[src/rtl/param_address_register_file.sv]
// Parametrised address register file: NUM_REGS x WIDTH registers, two combinational read ports,
// sticky wrap flags. Define SP_BOUNDS_EN to guard register SP_INDEX against leaving [SP_MIN, SP_MAX].

module addr_reg_lane #(
    parameter int              WIDTH     = 16,
    parameter logic [WIDTH-1:0] RESET_VAL = '0,
    parameter bit              GUARD     = 1'b0,
    parameter logic [WIDTH-1:0] SP_MIN    = '0,
    parameter logic [WIDTH-1:0] SP_MAX    = '1
) (
    input  logic             clk,
    input  logic             rst,
    input  logic             en,
    input  logic [2:0]       fun,
    input  logic [WIDTH-1:0] d,
    output logic [WIDTH-1:0] q,
    output logic             wrap,
    output logic             blocked
);
    localparam int H = WIDTH / 2;

    logic [WIDTH-1:0] nxt;
    logic             wrap_hit;

    always_comb begin
        nxt      = q;
        wrap_hit = 1'b0;
        case (fun)
            3'b000: begin nxt = q - 1'b1; wrap_hit = (q == '0); end
            3'b001: begin nxt = q + 1'b1; wrap_hit = (q == '1); end
            3'b010: nxt = d;
            3'b011: nxt = '0;
            3'b100: nxt = {{H{1'b0}}, d[H-1:0]};
            3'b101: nxt = {q[WIDTH-1:H], d[H-1:0]};
            3'b110: nxt = {d[H-1:0], q[H-1:0]};
            default: nxt = {{H{d[H-1]}}, d[H-1:0]};
        endcase
    end

    // Only INC/DEC at the stack limits are suppressed; loads are trusted.
    assign blocked = GUARD && en &&
                     (((fun == 3'b001) && (q == SP_MAX)) || ((fun == 3'b000) && (q == SP_MIN)));

    always_ff @(posedge clk) begin
        if (rst) begin
            q    <= RESET_VAL;
            wrap <= 1'b0;
        end else if (en && !blocked) begin
            q <= nxt;
            if (fun == 3'b011)
                wrap <= 1'b0;
            else if (wrap_hit)
                wrap <= 1'b1;
        end
    end
endmodule

module param_address_register_file #(
    parameter int              WIDTH     = 16,
    parameter int              NUM_REGS  = 3,
    parameter int              SEL_W     = 2,
    parameter logic [WIDTH-1:0] RESET_VAL = '0,
    parameter int              SP_INDEX  = 2,
    parameter logic [WIDTH-1:0] SP_MIN    = 16'h0100,
    parameter logic [WIDTH-1:0] SP_MAX    = 16'hFFFF
) (
    input  logic                Clock,
    input  logic                Reset,
    input  logic [WIDTH-1:0]    I,
    input  logic [NUM_REGS-1:0] RegSel,
    input  logic [2:0]          FunSel,
    input  logic [SEL_W-1:0]    OutCSel,
    input  logic [SEL_W-1:0]    OutDSel,
    output logic [WIDTH-1:0]    OutC,
    output logic [WIDTH-1:0]    OutD,
    output logic [NUM_REGS-1:0] WrapFlag,
    output logic                StackFault
);
`ifdef SP_BOUNDS_EN
    localparam bit GUARD_EN = 1'b1;
`else
    localparam bit GUARD_EN = 1'b0;
`endif

    logic [NUM_REGS-1:0][WIDTH-1:0] q;
    logic [NUM_REGS-1:0]            blocked;

    for (genvar k = 0; k < NUM_REGS; k++) begin : g_reg
        addr_reg_lane #(
            .WIDTH    (WIDTH),
            .RESET_VAL(RESET_VAL),
            .GUARD    (GUARD_EN && (k == SP_INDEX)),
            .SP_MIN   (SP_MIN),
            .SP_MAX   (SP_MAX)
        ) u_lane (
            .clk    (Clock),
            .rst    (Reset),
            .en     (!RegSel[k]),
            .fun    (FunSel),
            .d      (I),
            .q      (q[k]),
            .wrap   (WrapFlag[k]),
            .blocked(blocked[k])
        );
    end

    // With the guard compiled out, blocked is constant zero and this flag never sets.
    always_ff @(posedge Clock) begin
        if (Reset)
            StackFault <= 1'b0;
        else if (|blocked)
            StackFault <= 1'b1;
    end

    always_comb begin
        OutC = '0;
        OutD = '0;
        for (int k = 0; k < NUM_REGS; k++) begin
            if (OutCSel == SEL_W'(k)) OutC = q[k];
            if (OutDSel == SEL_W'(k)) OutD = q[k];
        end
    end
endmodule
[config.mk]
export PLATFORM = sky130hd
export DESIGN_NAME = param_address_register_file
export DESIGN_NICKNAME = d
export VERILOG_FILES = /design/src/rtl/param_address_register_file.sv
export SDC_FILE = /design/constraint.sdc
export NUM_CORES = 1
export LEC_CHECK = 0
export ABC_AREA = 1
export CORE_ASPECT_RATIO = 0.9
export CORE_MARGIN = 5
export CORE_UTILIZATION = 35
export DETAILED_ROUTE_END_ITERATION = 7
export SLEW_MARGIN = 40
export SYNTH_ARGS = -nofsm -noshare
export SYNTH_HDL_FRONTEND = slang
export SYNTH_SLANG_ARGS = --single-unit
[constraint.sdc]
create_clock -name Clock -period 2.87 [get_ports Clock]
set_input_delay 0.4305 -clock Clock [delete_from_list [all_inputs] [get_ports Clock]]
set_output_delay 0.4305 -clock Clock [all_outputs]
set_load 0.005 [all_outputs]
==> key figures, run 1 <==
Status
  • Run status: finished, final reports clean

Finish
  • Total area of sequential cells: 1020 sq um
  • Filler Cells Inserted: 1825
  • Post-layout util: 41.8%
  • Net count reported at finish: 1187
  • Share of post-route cells with drive strength above 1: 4.87%
  • Final non-filler cell total: 1319
  • Area growth from synthesis to layout: 17.3%
  • Diode count: 0
  • Area taken by multi-input logic gates: 4070 sq um

CTS
  • Cells resized by post-CTS repair: 0
  • Number of hold-repair buffers added at the cts stage: 0
  • Skew-Pair Late Insertion Delay: 300 ps
  • Clock Path Buffers: 2
  • Clock tree root buffer cell: sky130_fd_sc_hd__clkbuf_16
  • Level count of the clock H-tree: 2
  • Setup Fix Bufs, Post-CTS: 0
  • Post-CTS clock slew at the launch and capture registers of the worst setup and hold paths: 70 ps
  • Sinks on the clock net: 51
  • Clock tree from TritonCTS: built
  • Total CTS buffers: 5

Setup path
  • Slack of the worst reg-to-reg path: 960 ps
  • Maximum fanout encountered on the critical timing path: 14
  • Arrival time at the worst endpoint: 2320 ps
  • Worst Reg2Reg Path Length in Cells: 10
  • First element of the critical path: OutCSel[0]
  • Ordered cell list for the critical path: clkdlybuf4s50_1, nand2_1, o221ai_1, clkdlybuf4s50_1
  • Highest-delay cell along the critical path: sky130_fd_sc_hd__clkdlybuf4s50_1
  • Slowest cell delay on critical path: 580 ps
  • Kind of end point of the critical path: output pin
  • Reg2Reg Capture Point: g_reg[1].u_lane.q[8]$_SDFFE_PP0P_
  • R2R Path Start: g_reg[1].u_lane.q[3]$_SDFFE_PP0P_
  • Type of origin of the critical path: input pin
  • CP Data Required Time: 2440 ps
  • Category of the most critical setup path: in -> out
  • Cell repeated most along the worst path: sky130_fd_sc_hd__clkdlybuf4s50_1
  • Critical Path Sink: OutC[1]

Detailed routing
  • Number of detailed-route iterations in the first pass: 7
  • Vias: 6810
  • Detailed-route DRC error count: 0
  • DR iter-0 viols: 566
  • Total wire length: 21300 um
  • Count of nets left with antenna violations after detail routing: 0
  • Detail-routed net length per standard cell: 16.1 um
  • Average via count per standard cell: 5.16

Synthesis
  • Main synth FF type: sky130_fd_sc_hd__dfxtp_1
  • Library cells used by synthesis: 37
  • Post-Synthesis Cell Area: 5990 sq um
  • Most area-hungry cell type in the Yosys netlist: sky130_fd_sc_hd__nand2_1
  • Share of flip-flops with an asynchronous set or reset: 0%
  • Largest cells by area after synthesis: sky130_fd_sc_hd__nand2_1 (21%), sky130_fd_sc_hd__dfxtp_1 (17%), sky130_fd_sc_hd__inv_1 (13%)
  • Cell with the most instances after synthesis: sky130_fd_sc_hd__nand2_1
  • Number of register bits inferred by synthesis: 51
  • Number of flops mapped to enable cells by yosys: 0
  • Mapped Avg Cell Area: 5.73 sq um
  • Synth top cells by count: sky130_fd_sc_hd__nand2_1 (330), sky130_fd_sc_hd__inv_1 (200), sky130_fd_sc_hd__nand3_1 (96)
  • Sequential share of the synthesized area: 17.0%
  • Area share of the leading cell type in the synthesized netlist: 20.7%
  • Synth Warn #: 0
  • Post-Synthesis Cells: 1046
  • Post-synthesis net count: 1126

GRT
  • Vias in the first global route: 6093
  • Pin count of the biggest net entering global routing: 49
  • Global-route wire length before repair: 32800 um
  • Most congested layer reported by global routing: met2
  • Total grt overflow: 0
  • Met3 layer usage reported by global route: 4.16%
  • Met2 layer usage reported by global route: 32.9%
  • Met1 global-route usage: 28.4%
  • GRT Util Overall: 20.9%
  • Number of antenna violations at the first check in global routing: 0

Die
  • Die area: 19800 sq um
  • Floorplan die height: 134 um
  • Number of rows created at floorplan: 45
  • Starting density of the core: 35.6%
  • I/O pin count: 64
  • Floorplan Core Area: 16800 sq um
  • Die width: 148 um

Timing
  • Finish-stage setup viols: 0
  • Top achievable clock speed: 0.363 GHz
  • Post-route clock period utilization: 96.0%
  • Number of hold-slack violations in the final timing report: 0
  • Clk_skew: 12.5 ps
  • RSZ-0062 raised after global routing: false
  • Final period demand of the worst path: 2750 ps
  • Worst Tran Pin Value: 720 ps
  • Count of pins over their slew limit: 0
  • Setup TNS: 0 ps
  • Worst-case headroom to the max-slew limit: 52.0%
  • Minimum hold slack: 461 ps
  • Smallest setup slack after layout: 115 ps

Placement
  • Port Buffers: 62
  • Estimated wirelength of the detail-placed design: 16600 um
  • Placed Cells incl. Taps: 1311
  • Post-place setup slack: 28.4 ps
  • Final GP Congestion: 0.895

Run
  • Count of maximum capacitance violations: 0

Power
  • Worst voltage drop across the vdd grid: 0.236 mV
  • Switching Fraction: 43.0%
  • Sw power: 1.25 mW
  • Leakage power total: 3.65 nW
  • Logic gate share of total power: 48.5%
  • Cell internal pwr: 1.66 mW
  • Register share of total power: 29.5%
  • Clk pwr share: 22.0%
  • Power density of the placed cells: 413 nW/um^2

Worst hold path
  • Min-Delay Path Class: reg -> reg
==> layout make-up <==
class / count / area share [%]
inverters: 203 / 10.8
flip-flops and latches: 51 / 14.5
well taps: 211 / 3.76
multi-input cells: 767 / 57.9
repair buffers: 79 / 10.8
clock inverters: 2 / 0.231
clock buffers: 6 / 1.98
==> worst max-delay path: cells and delay by family <==
kind / cells / cell delay (ps)
simple gates: 1 / 340
compound gates: 1 / 460
buf+inv: 2 / 1090
==> metrics by stage <==
step / instance area, sq um / power, mW
floorplan: 5990 / 1.83
finish: 7030 / 2.91
global route: 7030 / 3.14
detailed placement: 6880 / 2.27
global placement: 6880 / 2.26
CTS: 7030 / 2.89
==> state kept, by name (all words and copies together) (netlist names) <==
name / cells
g.u_lane.wrap: 3
g.u_lane.q: 48
==> cells in the final DEF (no fill, tap or decap), drive strengths merged <==
master | Yosys | routed
xnor2 | 1 | 1
nand3 | 98 | 98
clkinvlp | 0 | 1
clkdlybuf4s50 | 0 | 62
fa | 3 | 3
a41oi | 4 | 4
or2 | 17 | 17
clkinv | 0 | 1
o2111ai | 2 | 2
nand4 | 19 | 19
a221oi | 3 | 3
nor2 | 61 | 61
ha | 49 | 49
buf | 16 | 17
a21oi | 63 | 63
inv | 203 | 203
dfxtp | 51 | 51
nand2 | 335 | 335
nor3 | 11 | 11
clkbuf | 9 | 6
a31oi | 12 | 12
and2 | 5 | 5
o211ai | 6 | 6
nand3b | 9 | 9
nor4 | 10 | 10
o221ai | 29 | 29
o21ai | 27 | 27
xor2 | 2 | 2
conb | 1 | 1
==> worst min path at each step <==
stage,from,depth (start not counted),to
finish,g_reg[1].u_lane.wrap$_SDFFE_PP0P_,2,g_reg[1].u_lane.wrap$_SDFFE_PP0P_
floorplan,g_reg[0].u_lane.wrap$_SDFFE_PP0P_,2,g_reg[0].u_lane.wrap$_SDFFE_PP0P_
global route,g_reg[2].u_lane.wrap$_SDFFE_PP0P_,2,g_reg[2].u_lane.wrap$_SDFFE_PP0P_
global placement,g_reg[1].u_lane.wrap$_SDFFE_PP0P_,2,g_reg[1].u_lane.wrap$_SDFFE_PP0P_
detailed placement,g_reg[1].u_lane.wrap$_SDFFE_PP0P_,2,g_reg[1].u_lane.wrap$_SDFFE_PP0P_
CTS,g_reg[2].u_lane.wrap$_SDFFE_PP0P_,2,g_reg[2].u_lane.wrap$_SDFFE_PP0P_
==> cell families after synthesis <==
logic type	after synthesis	synth area share [%]
compound gates	146	15.1
xor+xnor	3	0.438
fa+ha+maj	52	11.2
buf+inv	228	15.2
flops	51	17.0
other cells	1	0.0626
simple gates	565	41.0
==> power groups by stage <==
stage | sequential [mW] | combinational (mW) | clock (mW)
after floorplan | 0.835 | 0.998 | 0
after global placement | 0.870 | 1.39 | 0
after detailed placement | 0.871 | 1.40 | 0
after CTS | 0.855 | 1.40 | 0.636
after global routing | 0.865 | 1.60 | 0.677
final | 0.857 | 1.41 | 0.641
==> metal layers <==
metal | wire, um | up-vias
li1 | - | 3530
met2 | 9270 | 203
met4 | 813 | 0
met3 | 1400 | 47
met5 | 0 | -
met1 | 9770 | 3030
No activity file was read; power rests on OpenSTA's default activity.
==> run 2: changes to the inputs <==
Settings changed: CORE_UTILIZATION 35 to 38, CTS_CLUSTER_SIZE set to 40, SKIP_LAST_GASP set to 1.
==> key figures, run 2 (synthesized netlist as in run 1, its figures left out) <==
CTS
  • Number of hold-repair buffers added at the cts stage: 0
  • Setup Fix Bufs, Post-CTS: 0
  • Level count of the clock H-tree: 2
  • Clock tree root buffer cell: sky130_fd_sc_hd__clkbuf_16
  • Post-CTS clock slew at the launch and capture registers of the worst setup and hold paths: 70 ps
  • Sinks on the clock net: 51
  • Skew-Pair Late Insertion Delay: 300 ps
  • Total CTS buffers: 5
  • Clock Path Buffers: 2
  • Cells resized by post-CTS repair: 0
  • Clock tree from TritonCTS: built

Placement
  • Estimated wirelength of the detail-placed design: 16700 um
  • Port Buffers: 62
  • Final GP Congestion: 0.953
  • Post-place setup slack: 88.8 ps

Timing
  • RSZ-0062 raised after global routing: false
  • Number of hold-slack violations in the final timing report: 0
  • Post-route clock period utilization: 95.2%
  • Worst Tran Pin Value: 712 ps
  • Count of pins over their slew limit: 0
  • Setup TNS: 0 ps
  • Worst-case headroom to the max-slew limit: 52.5%
  • Top achievable clock speed: 0.366 GHz
  • Finish-stage setup viols: 0
  • Clk_skew: 14.0 ps
  • Final period demand of the worst path: 2730 ps
  • Smallest setup slack after layout: 137 ps

Die
  • Number of rows created at floorplan: 43
  • Starting density of the core: 38.8%
  • I/O pin count: 64
  • Die area: 18400 sq um
  • Floorplan Core Area: 15400 sq um
  • Die width: 142 um
  • Floorplan die height: 129 um

Power
  • Leakage power total: 3.67 nW
  • Power density of the placed cells: 409 nW/um^2
  • Power after layout: 2.88 mW
  • Worst voltage drop across the vdd grid: 0.237 mV

Detailed routing
  • Detailed-route DRC error count: 0
  • Total wire length: 21200 um
  • Average via count per standard cell: 5.20
  • DR iter-0 viols: 579
  • Count of nets left with antenna violations after detail routing: 0
  • Detail-routed net length per standard cell: 16.2 um
  • Number of detailed-route iterations in the first pass: 5
  • Vias: 6836

Finish
  • Diode count: 0
  • Share of post-route cells with drive strength above 1: 5.04%
  • Flip-flop count of the largest register after layout: 48
  • Post-layout util: 45.6%
  • Register bank with the most flops: g.u_lane.q
  • Area growth from synthesis to layout: 17.5%
  • Most common library cell in the layout ignoring fill and taps: sky130_fd_sc_hd__nand2_1
  • Filler Cells Inserted: 1672
  • Net count reported at finish: 1191
  • Biggest registers after layout: g.u_lane.q: 48 flops, g.u_lane.wrap: 3 flops
  • Top library cells by usage in the layout, fill and taps aside: sky130_fd_sc_hd__nand2_1 (330), sky130_fd_sc_hd__inv_1 (200), sky130_fd_sc_hd__nand3_1 (96)

GRT
  • GRT Util Overall: 23.1%
  • Total grt overflow: 0
  • Vias in the first global route: 6285
  • Number of antenna violations at the first check in global routing: 0
  • Global-route wire length before repair: 33700 um
  • Pin count of the biggest net entering global routing: 49

Status
  • Run status: finished, final reports clean

Setup path
  • First element of the critical path: OutDSel[0]
  • Critical Path Sink: OutD[1]
  • Reg2Reg Capture Point: g_reg[1].u_lane.q[8]$_SDFFE_PP0P_
  • Worst Reg2Reg Path Length in Cells: 11
  • Kind of end point of the critical path: output pin
  • R2R Path Start: g_reg[1].u_lane.q[0]$_SDFFE_PP0P_
  • CP Data Required Time: 2440 ps
  • Maximum fanout encountered on the critical timing path: 14
  • Arrival time at the worst endpoint: 2300 ps
  • Slack of the worst reg-to-reg path: 1000 ps
  • Category of the most critical setup path: in -> out
  • Type of origin of the critical path: input pin

Worst hold path
  • Min-Delay Path Class: reg -> reg

Run
  • Count of maximum capacitance violations: 0
[run 2: changes by cell type in the layout (fill, tap and decap cells not counted)]
cell,previous run,this run
sky130_fd_sc_hd__clkinv_4,1,0
sky130_fd_sc_hd__clkbuf_8,1,0
sky130_fd_sc_hd__buf_12,1,2
sky130_fd_sc_hd__buf_4,16,19
sky130_fd_sc_hd__clkbuf_1,0,2
sky130_fd_sc_hd__clkinv_2,0,1
sky130_fd_sc_hd__clkinvlp_4,1,0
[run 2: routing by layer]
layer,vias to the layer above,GRT usage (%),share of wire [%]
met3,49,3.69,5.7
met2,211,36.7,43
met5,-,0,0
met4,0,9.50,4.3
li1,3543,-,-
met1,3033,31.3,47
[run 2: critical path: stages]
cell and delay (ps):
sky130_fd_sc_hd__clkdlybuf4s50_1 500, sky130_fd_sc_hd__nand2_1 330, sky130_fd_sc_hd__o221ai_1 460, sky130_fd_sc_hd__clkdlybuf4s50_1 580
[run 2: final cells by class]
class	count	area, sq um	share of cell area [%]
Multi-Input combinational cell	767	4070	57.7
Inverter	203	762	10.8
Clock buffer	7	133	1.88
Sequential cell	51	1020	14.5
Tap cell	202	253	3.59
Clock inverter	1	5.00	0.0710
Timing Repair Buffer	83	803	11.4
[run 2: power by group]
part | total (mW) | switching, mW | internal (mW)
Sequential | 0.855 | 0.0883 | 0.767
Combinational | 1.42 | 0.874 | 0.548
Clock | 0.603 | 0.279 | 0.324
[run 2: metrics by stage]
| stage | instances | cell area [sq um] | hold slack (ps) |
|---|---|---|---|
| 2_1_floorplan | 1046 | 5990 | 429 |
| 3_3_place_gp | 1306 | 6910 | 446 |
| 3_5_place_dp | 1306 | 6910 | 446 |
| 4_1_cts | 1314 | 7040 | 464 |
| 5_1_grt | 1314 | 7040 | 504 |
| 6_report | 1314 | 7040 | 461 |
[run 2: worst min path at each step]
stage	from	end	slack [ps]	cells after the start
after floorplan	g_reg[0].u_lane.wrap$_SDFFE_PP0P_	g_reg[0].u_lane.wrap$_SDFFE_PP0P_	430	2
after global placement	g_reg[2].u_lane.wrap$_SDFFE_PP0P_	g_reg[2].u_lane.wrap$_SDFFE_PP0P_	450	2
after detailed placement	g_reg[2].u_lane.wrap$_SDFFE_PP0P_	g_reg[2].u_lane.wrap$_SDFFE_PP0P_	450	2
after CTS	g_reg[1].u_lane.wrap$_SDFFE_PP0P_	g_reg[1].u_lane.wrap$_SDFFE_PP0P_	460	2
after global routing	g_reg[1].u_lane.wrap$_SDFFE_PP0P_	g_reg[1].u_lane.wrap$_SDFFE_PP0P_	500	2
final	g_reg[1].u_lane.wrap$_SDFFE_PP0P_	g_reg[1].u_lane.wrap$_SDFFE_PP0P_	460	2
